$ cat src/rtl/fetch_pkg.sv
// Shared definitions for the instruction fetch stage.
// State encoding, default reset PC and sequential PC step.
package fetch_pkg;

    typedef logic [1:0] state_t;

    localparam state_t S_REQ  = 2'd0;
    localparam state_t S_WAIT = 2'd1;
    localparam state_t S_HOLD = 2'd2;

    localparam logic [31:0] RESET_PC_DEF = 32'h0000_0000;
    localparam logic [31:0] PC_STEP      = 32'd4;

endpackage

$ cat src/rtl/inst_fetch_if.sv
// Handshake bundles of the fetch stage: instruction memory side
// and decode side. The fetch stage is the master of both.
interface imem_if;
    logic        Inst_Req_Valid;
    logic        Inst_Req_Ready;
    logic [31:0] PC;
    logic        Inst_Valid;
    logic        Inst_Ready;
    logic [31:0] Instruction;

    modport master (
        output Inst_Req_Valid, PC, Inst_Ready,
        input  Inst_Req_Ready, Inst_Valid, Instruction
    );
    modport slave (
        input  Inst_Req_Valid, PC, Inst_Ready,
        output Inst_Req_Ready, Inst_Valid, Instruction
    );
endinterface

interface if_id_if;
    logic        if_valid;
    logic        if_ready;
    logic [31:0] if_pc;
    logic [31:0] if_inst;

    modport master (
        output if_valid, if_pc, if_inst,
        input  if_ready
    );
    modport slave (
        input  if_valid, if_pc, if_inst,
        output if_ready
    );
endinterface

$ cat src/rtl/fetch_pc_reg.sv
// Fetch PC register: redirect load wins over sequential increment.
// Increment wraps modulo 2^32.
module fetch_pc_reg
    import fetch_pkg::*;
#(
    parameter logic [31:0] RESET_PC = RESET_PC_DEF
) (
    input  logic        clk,
    input  logic        rst,
    input  logic        inc,
    input  logic        load,
    input  logic [31:0] load_pc,
    output logic [31:0] pc
);

    logic [31:0] pc_q;
    logic [31:0] pc_d;

    always_comb begin
        pc_d = pc_q;
        if (load) begin
            pc_d = load_pc;
        end else if (inc) begin
            pc_d = pc_q + PC_STEP;
        end
    end

    always_ff @(posedge clk or posedge rst) begin
        if (rst) begin
            pc_q <= RESET_PC;
        end else begin
            pc_q <= pc_d;
        end
    end

    assign pc = pc_q;

endmodule

$ cat src/rtl/inst_fetch.sv
// Instruction fetch stage: request / wait / hold FSM with redirect.
// Define FETCH_PERF_CNT_EN to add the fetch_cycles counter port.
module inst_fetch
    import fetch_pkg::*;
#(
    parameter logic [31:0] RESET_PC = RESET_PC_DEF
) (
    input  logic        clk,
    input  logic        rst,
    imem_if.master      mem,
    if_id_if.master     dec,
    input  logic        redirect_valid,
    input  logic [31:0] redirect_pc
`ifdef FETCH_PERF_CNT_EN
    ,
    output logic [31:0] fetch_cycles
`endif
);

    state_t      state_q;
    state_t      state_d;
    logic        drop_q;
    logic        drop_d;
    logic [31:0] if_pc_q;
    logic [31:0] if_pc_d;
    logic [31:0] if_inst_q;
    logic [31:0] if_inst_d;
    logic [31:0] pc;

    logic req_hs;
    logic rsp_hs;
    logic dec_hs;

    logic req_valid;
    logic inst_ready;
    logic out_valid;

    assign req_hs = (state_q == S_REQ) && mem.Inst_Req_Ready;
    assign rsp_hs = (state_q == S_WAIT) && mem.Inst_Valid;
    assign dec_hs = (state_q == S_HOLD) && dec.if_ready;

    fetch_pc_reg #(
        .RESET_PC (RESET_PC)
    ) u_pc (
        .clk     (clk),
        .rst     (rst),
        .inc     (dec_hs),
        .load    (redirect_valid),
        .load_pc (redirect_pc),
        .pc      (pc)
    );

    always_ff @(posedge clk or posedge rst) begin
        if (rst) begin
            state_q   <= S_REQ;
            drop_q    <= 1'b0;
            if_pc_q   <= RESET_PC;
            if_inst_q <= 32'h0;
        end else begin
            state_q   <= state_d;
            drop_q    <= drop_d;
            if_pc_q   <= if_pc_d;
            if_inst_q <= if_inst_d;
        end
    end

    always_comb begin
        state_d   = state_q;
        drop_d    = drop_q;
        if_pc_d   = if_pc_q;
        if_inst_d = if_inst_q;
        unique case (state_q)
            S_REQ: begin
                if (req_hs) begin
                    state_d = S_WAIT;
                    drop_d  = redirect_valid;
                end
            end
            S_WAIT: begin
                // A response racing a redirect is stale: drop it directly
                if (rsp_hs) begin
                    drop_d = 1'b0;
                    if (drop_q || redirect_valid) begin
                        state_d = S_REQ;
                    end else begin
                        state_d   = S_HOLD;
                        if_pc_d   = pc;
                        if_inst_d = mem.Instruction;
                    end
                end else if (redirect_valid) begin
                    drop_d = 1'b1;
                end
            end
            S_HOLD: begin
                if (redirect_valid || dec_hs) begin
                    state_d = S_REQ;
                end
            end
            default: begin
                state_d = S_REQ;
                drop_d  = 1'b0;
            end
        endcase
    end

    always_comb begin
        req_valid  = 1'b0;
        inst_ready = 1'b0;
        out_valid  = 1'b0;
        unique case (state_q)
            S_REQ:   req_valid  = ~rst;
            S_WAIT:  inst_ready = 1'b1;
            S_HOLD:  out_valid  = 1'b1;
            default: req_valid  = 1'b0;
        endcase
    end

    assign mem.Inst_Req_Valid = req_valid;
    assign mem.PC             = pc;
    assign mem.Inst_Ready     = inst_ready;
    assign dec.if_valid       = out_valid;
    assign dec.if_pc          = if_pc_q;
    assign dec.if_inst        = if_inst_q;

`ifdef FETCH_PERF_CNT_EN
    logic [31:0] fc_q;
    logic [31:0] fc_d;

    always_comb begin
        fc_d = fc_q;
        if ((state_q != S_HOLD) && (fc_q != 32'hFFFF_FFFF)) begin
            fc_d = fc_q + 32'd1;
        end
    end

    always_ff @(posedge clk or posedge rst) begin
        if (rst) begin
            fc_q <= 32'h0;
        end else begin
            fc_q <= fc_d;
        end
    end

    assign fetch_cycles = fc_q;
`endif

endmodule

$ cat src/flat_wrapper.sv
// flat-port wrapper written by rule: the top's interface ports become plain ports
module inst_fetch_flat import fetch_pkg::*;
#(
    parameter logic [31:0] RESET_PC = RESET_PC_DEF
)
  (clk, rst, redirect_valid, redirect_pc, mem_Inst_Req_Valid, mem_PC, mem_Inst_Ready, mem_Inst_Req_Ready, mem_Inst_Valid, mem_Instruction, dec_if_valid, dec_if_pc, dec_if_inst, dec_if_ready);
  imem_if mem_i ();
  if_id_if dec_i ();
  input  logic clk;
  input  logic rst;
  input  logic redirect_valid;
  input  logic [31:0] redirect_pc;
  output wire logic [$bits(mem_i.Inst_Req_Valid)-1:0] mem_Inst_Req_Valid;
  output wire logic [$bits(mem_i.PC)-1:0] mem_PC;
  output wire logic [$bits(mem_i.Inst_Ready)-1:0] mem_Inst_Ready;
  input wire logic [$bits(mem_i.Inst_Req_Ready)-1:0] mem_Inst_Req_Ready;
  input wire logic [$bits(mem_i.Inst_Valid)-1:0] mem_Inst_Valid;
  input wire logic [$bits(mem_i.Instruction)-1:0] mem_Instruction;
  output wire logic [$bits(dec_i.if_valid)-1:0] dec_if_valid;
  output wire logic [$bits(dec_i.if_pc)-1:0] dec_if_pc;
  output wire logic [$bits(dec_i.if_inst)-1:0] dec_if_inst;
  input wire logic [$bits(dec_i.if_ready)-1:0] dec_if_ready;
  assign mem_Inst_Req_Valid = mem_i.Inst_Req_Valid;
  assign mem_PC = mem_i.PC;
  assign mem_Inst_Ready = mem_i.Inst_Ready;
  assign mem_i.Inst_Req_Ready = mem_Inst_Req_Ready;
  assign mem_i.Inst_Valid = mem_Inst_Valid;
  assign mem_i.Instruction = mem_Instruction;
  assign dec_if_valid = dec_i.if_valid;
  assign dec_if_pc = dec_i.if_pc;
  assign dec_if_inst = dec_i.if_inst;
  assign dec_i.if_ready = dec_if_ready;
  inst_fetch #(.RESET_PC(RESET_PC)) u_core (.clk(clk), .rst(rst), .mem(mem_i), .dec(dec_i), .redirect_valid(redirect_valid), .redirect_pc(redirect_pc));
endmodule
$ cat config.mk
export PLATFORM = sky130hd
export DESIGN_NAME = inst_fetch_flat
export DESIGN_NICKNAME = d
export VERILOG_FILES = /design/src/rtl/fetch_pkg.sv /design/src/rtl/inst_fetch_if.sv /design/src/rtl/fetch_pc_reg.sv /design/src/rtl/inst_fetch.sv /design/src/flat_wrapper.sv
export SDC_FILE = /design/constraint.sdc
export NUM_CORES = 1
export LEC_CHECK = 0
export CORE_ASPECT_RATIO = 2
export CORE_MARGIN = 2
export CORE_UTILIZATION = 50
export CTS_BUF_LIST = sky130_fd_sc_hd__clkbuf_2 sky130_fd_sc_hd__clkbuf_4 sky130_fd_sc_hd__clkbuf_8
export DETAILED_ROUTE_END_ITERATION = 10
export GPL_TIMING_DRIVEN = 0
export MAX_ROUTING_LAYER = met4
export PLACE_DENSITY = 0.87
export SLEW_MARGIN = 10
export SYNTH_ARGS = -nofsm -noshare
export SYNTH_HDL_FRONTEND = slang
export SYNTH_HIERARCHICAL = 1
export SYNTH_SLANG_ARGS = --single-unit
$ cat constraint.sdc
create_clock -name clk -period 5.95 [get_ports clk]
set_input_delay 0.595 -clock clk [delete_from_list [all_inputs] [get_ports clk]]
set_output_delay 0.595 -clock clk [all_outputs]
set_load 0.02 [all_outputs]
==> impl_metrics.csv, run 1 <==
group,metric,value,unit
place,placedInstanceArea,0.006437,mm2
run,drv_cap,0,
clock_network,cts-root-to-sink-buffers,2,
yosys,number_of_enable_flip_flop_cells_after_synthesis,0,
clock_network,postCtsSetupRepairBufs,0,
sta,hold_violations,0,
clock_network,clock_latency,0.39,ns
worst_setup_path,regToRegEndpoint,"u_core/u_pc/pc[23]$_DFFE_PP0N_",
worst_setup_path,reg2reg_depth,9,
yosys,synth-seq-area-share,53.88,%
worst_setup_path,crit_path_frequent_cell,"sky130_fd_sc_hd__clkdlybuf4s50_1",
clock_network,cts_hold_buffers,0,
worst_setup_path,critPathRequiredTime,5.36,ns
floorplan,core_region_area,0.008951,mm2
yosys,synth_nets,429,
clock_network,ctsResizeCount,0,
place,dpl.cell_count,629,
worst_setup_path,timing.critical_path.slowest_cell_delay,0.64,ns
sta,period_needed,2.539,ns
routing,dr.first_iter.drc_count,271,
layout,layout-drive-gt1-share,19.15,%
clock_network,tritoncts.num_buffers,9,
sta,rsz_0062_raised_after_global_routing,"no",
worst_setup_path,critical_path.n_buffers_inverters,2,
layout,syn_to_final_growth,45.63,%
sta,final.period_utilization,42.67,%
place,hpwl,9854,um
floorplan,fp.dieH,139.6,um
layout,multiInputGateArea,0.001946,mm2
yosys,post_synth_instance_area,0.004598,mm2
routing,final_antenna_net_count,0,
global_routing,grt_start_max_net_pins,59,
worst_setup_path,total_number_of_cells_along_the_worst_setup_path,3,
worst_setup_path,launch_point_of_the_critical_path,"rst",
place,pre_cts_slack,3.131,ns
yosys,netlist_instances,358,
layout,mostFrequentLayoutCells,"sky130_fd_sc_hd__clkdlybuf4s50_1 (168), sky130_fd_sc_hd__dfrtp_1 (99), sky130_fd_sc_hd__mux2_4 (49)",
outcome,status,"completed",
place,finalWeightedCongestion,0.9049,
worst_hold_path,min_path_type,"reg -> reg",
clock_network,cts_tree,"yes",
floorplan,design.portCount,169,
sta,timing.final.setup_violations,0,
clock_network,cts_max_level,3,
sta,slew_headroom,53.54,%
sta,setup-tns-final,0,ns
pwr,cellLeakagePower,2.951,nW
global_routing,grt_use_total,28.10,%
yosys,post_synth.cell_area_avg,12.84,um2
clock_network,clock-sinks,99,
clock_network,path_clk_slew,0.09,ns
layout,layout.cell_area.non_filler,0.006696,mm2
sta,slew_violations,0,
worst_setup_path,worst_setup_path_end_kind,"output port",
worst_setup_path,cp_slowest_cell,"sky130_fd_sc_hd__clkdlybuf4s50_1",
worst_setup_path,path_cells,"clkdlybuf4s50_1, nor3_1, clkdlybuf4s50_1",
floorplan,start_util,51.37,%
pwr,max-vdd-ir-drop,295.6,uV
worst_setup_path,reg2reg_slack,3.56,ns
pwr,cellPowerDensity,436.2,mW/mm2
layout,insertedDiodeCount,0,
routing,drt_wl_total,13210,um
routing,route.detailed.drc,0,
global_routing,antenna_found_initial,0,
sta,fin_skew,0.01221,ns
global_routing,grt_overflow,0,
worst_setup_path,critical_path.top_delay_family,"buffers and inverters",
layout,fill_cells,631,
worst_hold_path,hold_path_depth,1,
place,port-buffer-count,168,
yosys,yosysWarningCount,6,
pwr,finalPower,0.002921,W
yosys,postSynth.topFlopCell,"sky130_fd_sc_hd__dfrtp_1",
layout,mostFrequentLayoutCell,"sky130_fd_sc_hd__clkdlybuf4s50_1",
yosys,synth.ff_latch_count,99,
global_routing,grt_pass1_vias,4034,
routing,dr_total_vias,3751,
yosys,synthDistinctLibCells,44,
floorplan,die_area,0.01003,mm2
worst_setup_path,worstReg2RegStart,"u_core/state_q[1]$_DFFE_PP0P_",
sta,finalWorstSetupSlack,3.411,ns
worst_setup_path,data_arrival_time_at_the_worst_slack_endpoint,1.94,ns
routing,avgViaCountPerCell,5.816,
layout,instances_no_fill,645,
routing,wl_per_cell,20.48,um
layout,sequential_cell_area,0.002477,mm2
floorplan,floorplan.rows,49,
worst_setup_path,worst_path_class_setup,"in -> out",
sta,max_clock_freq,393.8,MHz
worst_setup_path,crit_path_start_kind,"input pin",
global_routing,grt_pass1_wl,20900,um
worst_setup_path,critPathCapture,"mem_Inst_Req_Valid",
worst_setup_path,crit_fanout,3,
routing,detailedRoute.firstPassIterationCount,5,
yosys,ys_async_sr_fraction,100.0,%
clock_network,root_buffer,"sky130_fd_sc_hd__clkbuf_8",
layout,nNetsFinal,609,
floorplan,die-width,71.81,um
sta,max_slew.worst_pin.slew,0.6959,ns
[how the worst min path moves through the flow]
stage | start | to | slack [ns]
CTS | u_core/state_q[1]$_DFFE_PP0P_ | u_core/state_q[0]$_DFFE_PP0P_ | 0.51
global placement | u_core/state_q[1]$_DFFE_PP0P_ | u_core/state_q[0]$_DFFE_PP0P_ | 0.47
global route | u_core/dec.if_pc[22]$_DFFE_PP0P_ | u_core/dec.if_pc[22]$_DFFE_PP0P_ | 0.53
floorplan | u_core/state_q[1]$_DFFE_PP0P_ | u_core/state_q[0]$_DFFE_PP0P_ | 0.45
finish | u_core/dec.if_pc[27]$_DFFE_PP0P_ | u_core/dec.if_pc[27]$_DFFE_PP0P_ | 0.51
detailed placement | u_core/dec.if_inst[0]$_DFFE_PP0P_ | u_core/dec.if_inst[0]$_DFFE_PP0P_ | 0.49
[where the power goes]
group,leakage [nW],switching [W],internal (W),total (W)
logic,1.64,0.000562,0.000742,0.00130
registers,1.19,0.000159,0.000914,0.00107
clock network,0.130,0.000240,0.000304,0.000545
total,2.95,0.000961,0.00196,0.00292
[sequential cells by signal (all words and copies together), names as in the netlist]
signal	cells
u_core/dec.if_inst	32
u_core/state_q	2
u_core/drop_q	1
u_core/u_pc/pc	32
u_core/dec.if_pc	32
[cell usage after synthesis, types with 4 or more instances]
library cell               number  share of area [%]
sky130_fd_sc_hd__a211o_1        4               0.76
sky130_fd_sc_hd__a31oi_1        9                1.2
sky130_fd_sc_hd__and3_1         4               0.54
sky130_fd_sc_hd__and4_1         7                1.3
sky130_fd_sc_hd__buf_2          5               0.54
sky130_fd_sc_hd__buf_6          6                1.5
sky130_fd_sc_hd__clkbuf_1       6               0.49
sky130_fd_sc_hd__dfrtp_1       99                 54
sky130_fd_sc_hd__inv_1          7               0.57
sky130_fd_sc_hd__mux2_2        17                4.2
sky130_fd_sc_hd__mux2_4        49                 16
sky130_fd_sc_hd__nand2_1       28                2.3
sky130_fd_sc_hd__nand3_1       15                1.6
sky130_fd_sc_hd__nand4_1       10                1.4
sky130_fd_sc_hd__nor2_1        13                1.1
sky130_fd_sc_hd__o21ai_0       13                1.4
sky130_fd_sc_hd__o31ai_1        8                1.3
sky130_fd_sc_hd__or4_1         11                1.8
sky130_fd_sc_hd__xor2_1         9                1.7
[metrics by stage]
step / util (%) / hold WS [ns]
6_report: 74.81 / 0.5129
5_1_grt: 74.81 / 0.5304
4_1_cts: 74.81 / 0.5102
3_5_place_dp: 71.92 / 0.4920
3_3_place_gp: 71.58 / 0.4680
2_1_floorplan: - / 0.4506
[final cells by class]
| type | count | share of cell area (%) |
|---|---|---|
| Multi-Input combinational cell | 229 | 29.05 |
| Inverter | 8 | 0.4858 |
| Buffer | 22 | 2.167 |
| Timing Repair Buffer | 169 | 25.52 |
| Tap cell | 102 | 1.906 |
| Clock buffer | 11 | 2.261 |
| Sequential cell | 99 | 37.00 |
| Clock inverter | 5 | 1.607 |
[logic make-up after synthesis]
family / count (synthesis) / synth area share (%)
DFF: 99 / 53.88
AOI/OAI and AO/OA: 47 / 6.857
xor gates and xnor gates: 12 / 2.286
muxes: 67 / 20.38
buffers and inverters: 30 / 3.809
adders and majority gates: 1 / 0.2721
and+or+nand+nor: 102 / 12.52
[layer usage]
layer / vias to the layer above / share of wire, % / global-route usage, % / routed length [um]
li1: 1663 / - / - / -
met1: 1836 / 34 / 28.41 / 4456
met2: 209 / 56 / 50.24 / 7332
met3: 43 / 7.0 / 5.793 / 923
met4: 0 / 3.7 / 12.91 / 495
met5: - / 0 / - / 0
(Power assumes the default switching activity.)
==> run 2: changes to the inputs <==
--- a/config.mk
+++ b/config.mk
@@ -7,12 +7,12 @@
 export LEC_CHECK = 0
 export CORE_ASPECT_RATIO = 2
 export CORE_MARGIN = 2
-export CORE_UTILIZATION = 50
+export CORE_UTILIZATION = 42
 export CTS_BUF_LIST = sky130_fd_sc_hd__clkbuf_2 sky130_fd_sc_hd__clkbuf_4 sky130_fd_sc_hd__clkbuf_8
 export DETAILED_ROUTE_END_ITERATION = 10
 export GPL_TIMING_DRIVEN = 0
 export MAX_ROUTING_LAYER = met4
-export PLACE_DENSITY = 0.87
+export PLACE_DENSITY = 0.77
 export SLEW_MARGIN = 10
 export SYNTH_ARGS = -nofsm -noshare
 export SYNTH_HDL_FRONTEND = slang
==> constraint.sdc (replaced) <==
create_clock -name clk -period 2.1 [get_ports clk]
set_input_delay 0.21 -clock clk [delete_from_list [all_inputs] [get_ports clk]]
set_output_delay 0.21 -clock clk [all_outputs]
set_load 0.02 [all_outputs]
==> run 2 against run 1 <==
Net effect:
- worst hold slack worse by 0.28 ns
- final cell count up 6.4%
- critical endpoint is now u_core/u_pc/pc[23]$_DFFE_PP0N_
- sequential power rose to 2.8 times the previous value
- die area up 18%
- core utilization down 12 points
- total power rose to 2.8 times the previous value
- highest routed layer unchanged
==> impl_metrics.csv, run 2 (synthesis gave the netlist of run 1 again) <==
group,metric,value,unit
layout,postLayoutCoreUtil,62.62,%
worst_setup_path,cp_slowest_cell,"sky130_fd_sc_hd__or4_1",
pwr,cellLeakagePower,2.971,nW
layout,mostFrequentLayoutCell,"sky130_fd_sc_hd__clkdlybuf4s50_1",
sta,finalWorstSetupSlack,0.06519,ns
sta,rsz_0062_raised_after_global_routing,"no",
clock_network,tritoncts.num_buffers,9,
global_routing,grt_use_total,22.80,%
pwr,p_int,0.005500,W
place,port-buffer-count,168,
layout,mostFrequentLayoutCells,"sky130_fd_sc_hd__clkdlybuf4s50_1 (167), sky130_fd_sc_hd__dfrtp_1 (96), sky130_fd_sc_hd__mux2_4 (49)",
worst_setup_path,critical_path.top_delay_family,"simple AND/OR/NAND/NOR gates",
place,finalWeightedCongestion,0.8527,
layout,nNetsFinal,612,
routing,final_antenna_net_count,0,
clock_network,clock_latency,0.36,ns
floorplan,fp.dieH,152.0,um
floorplan,die-width,77.99,um
outcome,status,"completed",
global_routing,grt_pass1_wl,20620,um
worst_setup_path,critical_path.n_buffers_inverters,2,
floorplan,design.portCount,169,
pwr,clk_network_pwr_share,17.5,%
clock_network,clock-sinks,99,
clock_network,cts-root-to-sink-buffers,2,
sta,hold_violations,0,
clock_network,cts_hold_buffers,0,
layout,layout-drive-gt1-share,21.10,%
clock_network,cts_tree,"yes",
routing,dr.first_iter.drc_count,185,
global_routing,grt_overflow,0,
worst_setup_path,data_arrival_time_at_the_worst_slack_endpoint,2.32,ns
run,drv_cap,0,
routing,route.detailed.drc,0,
sta,fin_skew,0.01158,ns
clock_network,root_buffer,"sky130_fd_sc_hd__clkbuf_8",
sta,final.period_utilization,96.90,%
pwr,cellPowerDensity,1207,mW/mm2
sta,timing.final.setup_violations,0,
sta,slew_violations,0,
clock_network,cts_max_level,3,
pwr,swShare,32.67,%
worst_setup_path,crit_fanout,10,
pwr,finalPower,0.008169,W
pwr,power.switching,0.002669,W
sta,slew_headroom,51.93,%
floorplan,floorplan.rows,54,
routing,detailedRoute.firstPassIterationCount,4,
worst_setup_path,worst_setup_path_end_kind,"flip-flop",
routing,drt_wl_total,12790,um
global_routing,antenna_found_initial,1,
routing,wl_per_cell,18.64,um
pwr,max-vdd-ir-drop,636.1,uV
worst_setup_path,path_cells,"inv_2, nor2_4, and2_4, and4_4, nand2_2, buf_6, or4_1, a31oi_1",
routing,dr_total_vias,3669,
clock_network,path_clk_slew,0.10,ns
pwr,power.share.sequential,37.2,%
place,hpwl,9535,um
floorplan,start_util,42.53,%
sta,period_needed,2.035,ns
layout,syn_to_final_growth,47.21,%
global_routing,grt_pass1_vias,3952,
worst_hold_path,min_path_type,"in -> async",
floorplan,core_region_area,0.01081,mm2
pwr,power.share.combinational,45.3,%
worst_setup_path,crit_path_start_kind,"flip-flop",
worst_setup_path,timing.critical_path.slowest_cell_delay,0.51,ns
sta,max_clock_freq,491.4,MHz
place,pre_cts_slack,-0.3729,ns
floorplan,die_area,0.01185,mm2
sta,max_slew.worst_pin.slew,0.7199,ns
global_routing,grt_start_max_net_pins,44,
worst_setup_path,critPathRequiredTime,2.38,ns
worst_setup_path,worst_path_class_setup,"reg -> reg",
routing,avgViaCountPerCell,5.348,
## run 2: cell count changes in the layout (fill, tap and decap cells not counted), moves of 2 or more
cell                       change
sky130_fd_sc_hd__buf_2         -2
sky130_fd_sc_hd__buf_4         +5
sky130_fd_sc_hd__clkbuf_8      -2
sky130_fd_sc_hd__dfrtp_1       -3
sky130_fd_sc_hd__dfrtp_2       +3
## run 2: worst reg2reg max path, delay by kind of cell, from the launching register on
family / cells / cell delay (ns)
compound gates: 1 / 0.17
buf+inv: 2 / 0.23
flops: 1 / 0.38
simple gates: 5 / 1.18
## run 2: area by class of cell
type / count / area (um2)
diodes: 1 / 2.502
plain buffers: 20 / 143.9
clock buffers: 10 / 131.4
clock inverters: 5 / 102.6
fillers: 861 / 4041
inverters: 8 / 32.53
multi-input cells: 229 / 1958
flip-flops and latches: 99 / 2481
well taps: 140 / 175.2
repair buffers: 174 / 1742
## run 2: worst paths after layout
| check | start | end | slack, ns | cells past startpoint |
|---|---|---|---|---|
| max in group asynchronous | rst | u_core/u_pc/pc[21]$_DFFE_PP0N_ | 1.19 | 2 |
| setup / recovery | u_core/state_q[1]$_DFFE_PP0P_ | u_core/u_pc/pc[23]$_DFFE_PP0N_ | 0.07 | 8 |
| hold / removal | rst | u_core/dec.if_pc[8]$_DFFE_PP0P_ | 0.23 | 2 |
| setup reg to reg | u_core/state_q[1]$_DFFE_PP0P_ | u_core/u_pc/pc[23]$_DFFE_PP0N_ | 0.07 | 8 |
| hold reg to reg | u_core/dec.if_inst[2]$_DFFE_PP0P_ | u_core/dec.if_inst[2]$_DFFE_PP0P_ | 0.51 | 1 |
| min in group clk | redirect_pc[16] | u_core/u_pc/pc[16]$_DFFE_PP0N_ | 0.40 | 3 |
## run 2: through the flow
stage	cells	instance area [um2]	hold WS [ns]	TNS, ns
6_report	686	6769	0.2318	0
3_5_place_dp	667	6487	0.4916	-4.491
5_1_grt	686	6769	0.2806	0
2_1_floorplan	358	4608	0.2940	0
4_1_cts	684	6748	0.2121	0
3_3_place_gp	666	6465	0.4689	-72.70
## run 2: power groups by stage
stage	sequential, W	combinational (W)	clock, W
after global placement	0.00303	0.00364	0
after global routing	0.00313	0.00388	0.00157
after detailed placement	0.00308	0.00369	0
after CTS	0.00304	0.00373	0.00148
after floorplan	0.00385	0.00112	0
final	0.00304	0.00370	0.00143
## run 2: timing repair
action / 4_1_cts / 5_1_grt
endpoints found under the hold margin: 0 / 0
gates resized for setup: 4 / 8
endpoints found under the setup margin: 7 / 20
buffers inserted: 2 / 3
pin swaps: 0 / 2
## run 2: per-layer routing
metal	vias up	GRT usage, %	wire length [um]
met3	26	3.385	636
met5	-	-	0
li1	1669	-	-
met1	1812	25.05	4696
met4	0	11.03	380
met2	162	39.66	7073
==> run 3: changes to the inputs <==
==> constraint.sdc (replaced) <==
create_clock -name clk -period 2.1 [get_ports clk]
set_input_delay 0.315 -clock clk [delete_from_list [all_inputs] [get_ports clk]]
set_output_delay 0.315 -clock clk [all_outputs]
set_load 0.02 [all_outputs]
==> run 3 against run 2 <==
Net effect:
- worst hold slack better by 0.11 ns
- cell area is 0.41% higher
- non-clock buffer count is 2 higher
- critical path depth is 1 lower
- clock power hardly changed
- final cell count is 0.44% higher
- clock-buffer cell count stayed put
- first-iteration DRC count is 5.9% lower
- critical endpoint is now u_core/u_pc/pc[24]$_DFFE_PP0N_
- highest routed layer unchanged
==> impl_metrics.csv, run 3 (synthesis gave the netlist of run 1 again) <==
group,metric,value,unit
place,finalWeightedCongestion,0.8527,
layout,postLayoutCoreUtil,62.87,%
routing,dr_total_vias,3674,
sta,timing.final.setup_violations,0,
floorplan,fp.dieH,152.0,um
clock_network,tritoncts.num_buffers,9,
global_routing,grt_overflow,0,
sta,rsz_0062_raised_after_global_routing,"no",
routing,final_antenna_net_count,0,
worst_setup_path,critical_path.top_delay_family,"simple AND/OR/NAND/NOR gates",
sta,slew_headroom,50.42,%
routing,dr.first_iter.drc_count,174,
clock_network,root_buffer,"sky130_fd_sc_hd__clkbuf_8",
global_routing,grt_use_total,22.83,%
pwr,max-vdd-ir-drop,638.4,uV
floorplan,start_util,42.53,%
clock_network,clock_latency,0.36,ns
place,dpl.cell_count,667,
place,hpwl,9535,um
worst_setup_path,timing.critical_path.slowest_cell_delay,0.51,ns
run,drv_cap,0,
floorplan,die-width,77.99,um
routing,route.detailed.drc,0,
sta,final.period_utilization,96.19,%
worst_setup_path,cp_slowest_cell,"sky130_fd_sc_hd__or4_1",
floorplan,core_region_area,0.01081,mm2
clock_network,cts_tree,"yes",
pwr,cellPowerDensity,1203,mW/mm2
outcome,status,"completed",
clock_network,cts_max_level,3,
layout,mostFrequentLayoutCells,"sky130_fd_sc_hd__clkdlybuf4s50_1 (166), sky130_fd_sc_hd__dfrtp_1 (96), sky130_fd_sc_hd__mux2_4 (49)",
global_routing,grt_start_max_net_pins,44,
floorplan,floorplan.rows,54,
routing,avgViaCountPerCell,5.332,
floorplan,design.portCount,169,
worst_setup_path,critical_path.n_buffers_inverters,1,
place,port-buffer-count,168,
sta,fin_skew,0.01169,ns
layout,layout.cell_area.non_filler,0.006797,mm2
clock_network,cts_hold_buffers,0,
worst_setup_path,critPathRequiredTime,2.37,ns
worst_setup_path,data_arrival_time_at_the_worst_slack_endpoint,2.29,ns
layout,instances_no_fill,689,
layout,syn_to_final_growth,47.81,%
pwr,cellLeakagePower,2.994,nW
floorplan,die_area,0.01185,mm2
clock_network,clock-sinks,99,
layout,nNetsFinal,615,
sta,hold_violations,0,
sta,period_needed,2.020,ns
place,placedInstanceArea,0.006487,mm2
clock_network,cts-root-to-sink-buffers,2,
clock_network,path_clk_slew,0.10,ns
global_routing,antenna_found_initial,1,
layout,mostFrequentLayoutCell,"sky130_fd_sc_hd__clkdlybuf4s50_1",
sta,slew_violations,0,
sta,max_clock_freq,495.0,MHz
global_routing,grt_pass1_vias,3965,
global_routing,grt_pass1_wl,20640,um
pwr,finalPower,0.008176,W
sta,max_slew.worst_pin.slew,0.7426,ns
worst_setup_path,crit_fanout,7,
worst_setup_path,path_cells,"nor2_4, and2_4, and3_1, clkbuf_4, nand4_4, or4_1, a31oi_1",
worst_setup_path,worst_setup_path_end_kind,"flip-flop",
routing,detailedRoute.firstPassIterationCount,4,
routing,wl_per_cell,18.98,um
routing,drt_wl_total,13080,um
worst_setup_path,worst_path_class_setup,"reg -> reg",
layout,layout-drive-gt1-share,21.72,%
worst_setup_path,crit_path_start_kind,"flip-flop",
worst_hold_path,min_path_type,"in -> async",
## run 3: cell types whose count changed in the layout (fill, tap and decap cells not counted), sizes merged
cell | before | now
dlygate4sd2 | 0 | 1
clkdlybuf4s50 | 167 | 166
nand4 | 12 | 13
buf | 20 | 22
## run 3: final timing paths
kind	start	endpoint	slack (ns)	cells after the start
setup / recovery	u_core/state_q[0]$_DFFE_PP0P_	u_core/u_pc/pc[24]$_DFFE_PP0N_	0.08	7
hold / removal	rst	u_core/dec.if_pc[8]$_DFFE_PP0P_	0.34	2
setup reg to reg	u_core/state_q[0]$_DFFE_PP0P_	u_core/u_pc/pc[24]$_DFFE_PP0N_	0.08	7
hold reg to reg	u_core/dec.if_inst[2]$_DFFE_PP0P_	u_core/dec.if_inst[2]$_DFFE_PP0P_	0.51	1
max in group asynchronous	rst	u_core/u_pc/pc[21]$_DFFE_PP0N_	1.07	2
min in group clk	u_core/dec.if_inst[2]$_DFFE_PP0P_	u_core/dec.if_inst[2]$_DFFE_PP0P_	0.51	1
## run 3: stage by stage
step           setup TNS [ns]  hold WS (ns)  setup slack, ns
2_1_floorplan               0        0.3990          0.02761
3_3_place_gp           -82.10        0.4689           -1.120
3_5_place_dp           -6.834        0.4916          -0.4779
4_1_cts                     0        0.3171         0.009438
5_1_grt                     0        0.3856         0.004091
6_report                    0        0.3384          0.07993
## run 3: report_power, final
group,internal (W),leakage [nW],switching (W)
logic,0.00212,1.70,0.00159
clock network,0.000797,0.116,0.000633
registers,0.00259,1.18,0.000452
## run 3: per-layer routing
layer | wire [um] | global-route usage (%) | vias up
li1 | - | - | 1681
met1 | 4791 | 24.93 | 1811
met2 | 7272 | 39.57 | 160
met3 | 642 | 3.444 | 22
met4 | 371 | 11.53 | 0
met5 | 0 | - | -
## run 3: timing repair
item,4_1_cts,5_1_grt
resized for setup,6,8
pin swaps,0,2
endpoints found under the setup margin,18,18
cloned,0,1
setup buffers,3,4
## run 3: cell type report
cell class	count	area (um2)
Fill cell	861	4014
Sequential cell	99	2481
Multi-Input combinational cell	230	1971
Timing Repair Buffer	176	1755
Tap cell	140	175.2
Buffer	20	145.1
Clock buffer	10	131.4
Clock inverter	5	102.6
Inverter	8	32.53
Antenna cell	1	2.502
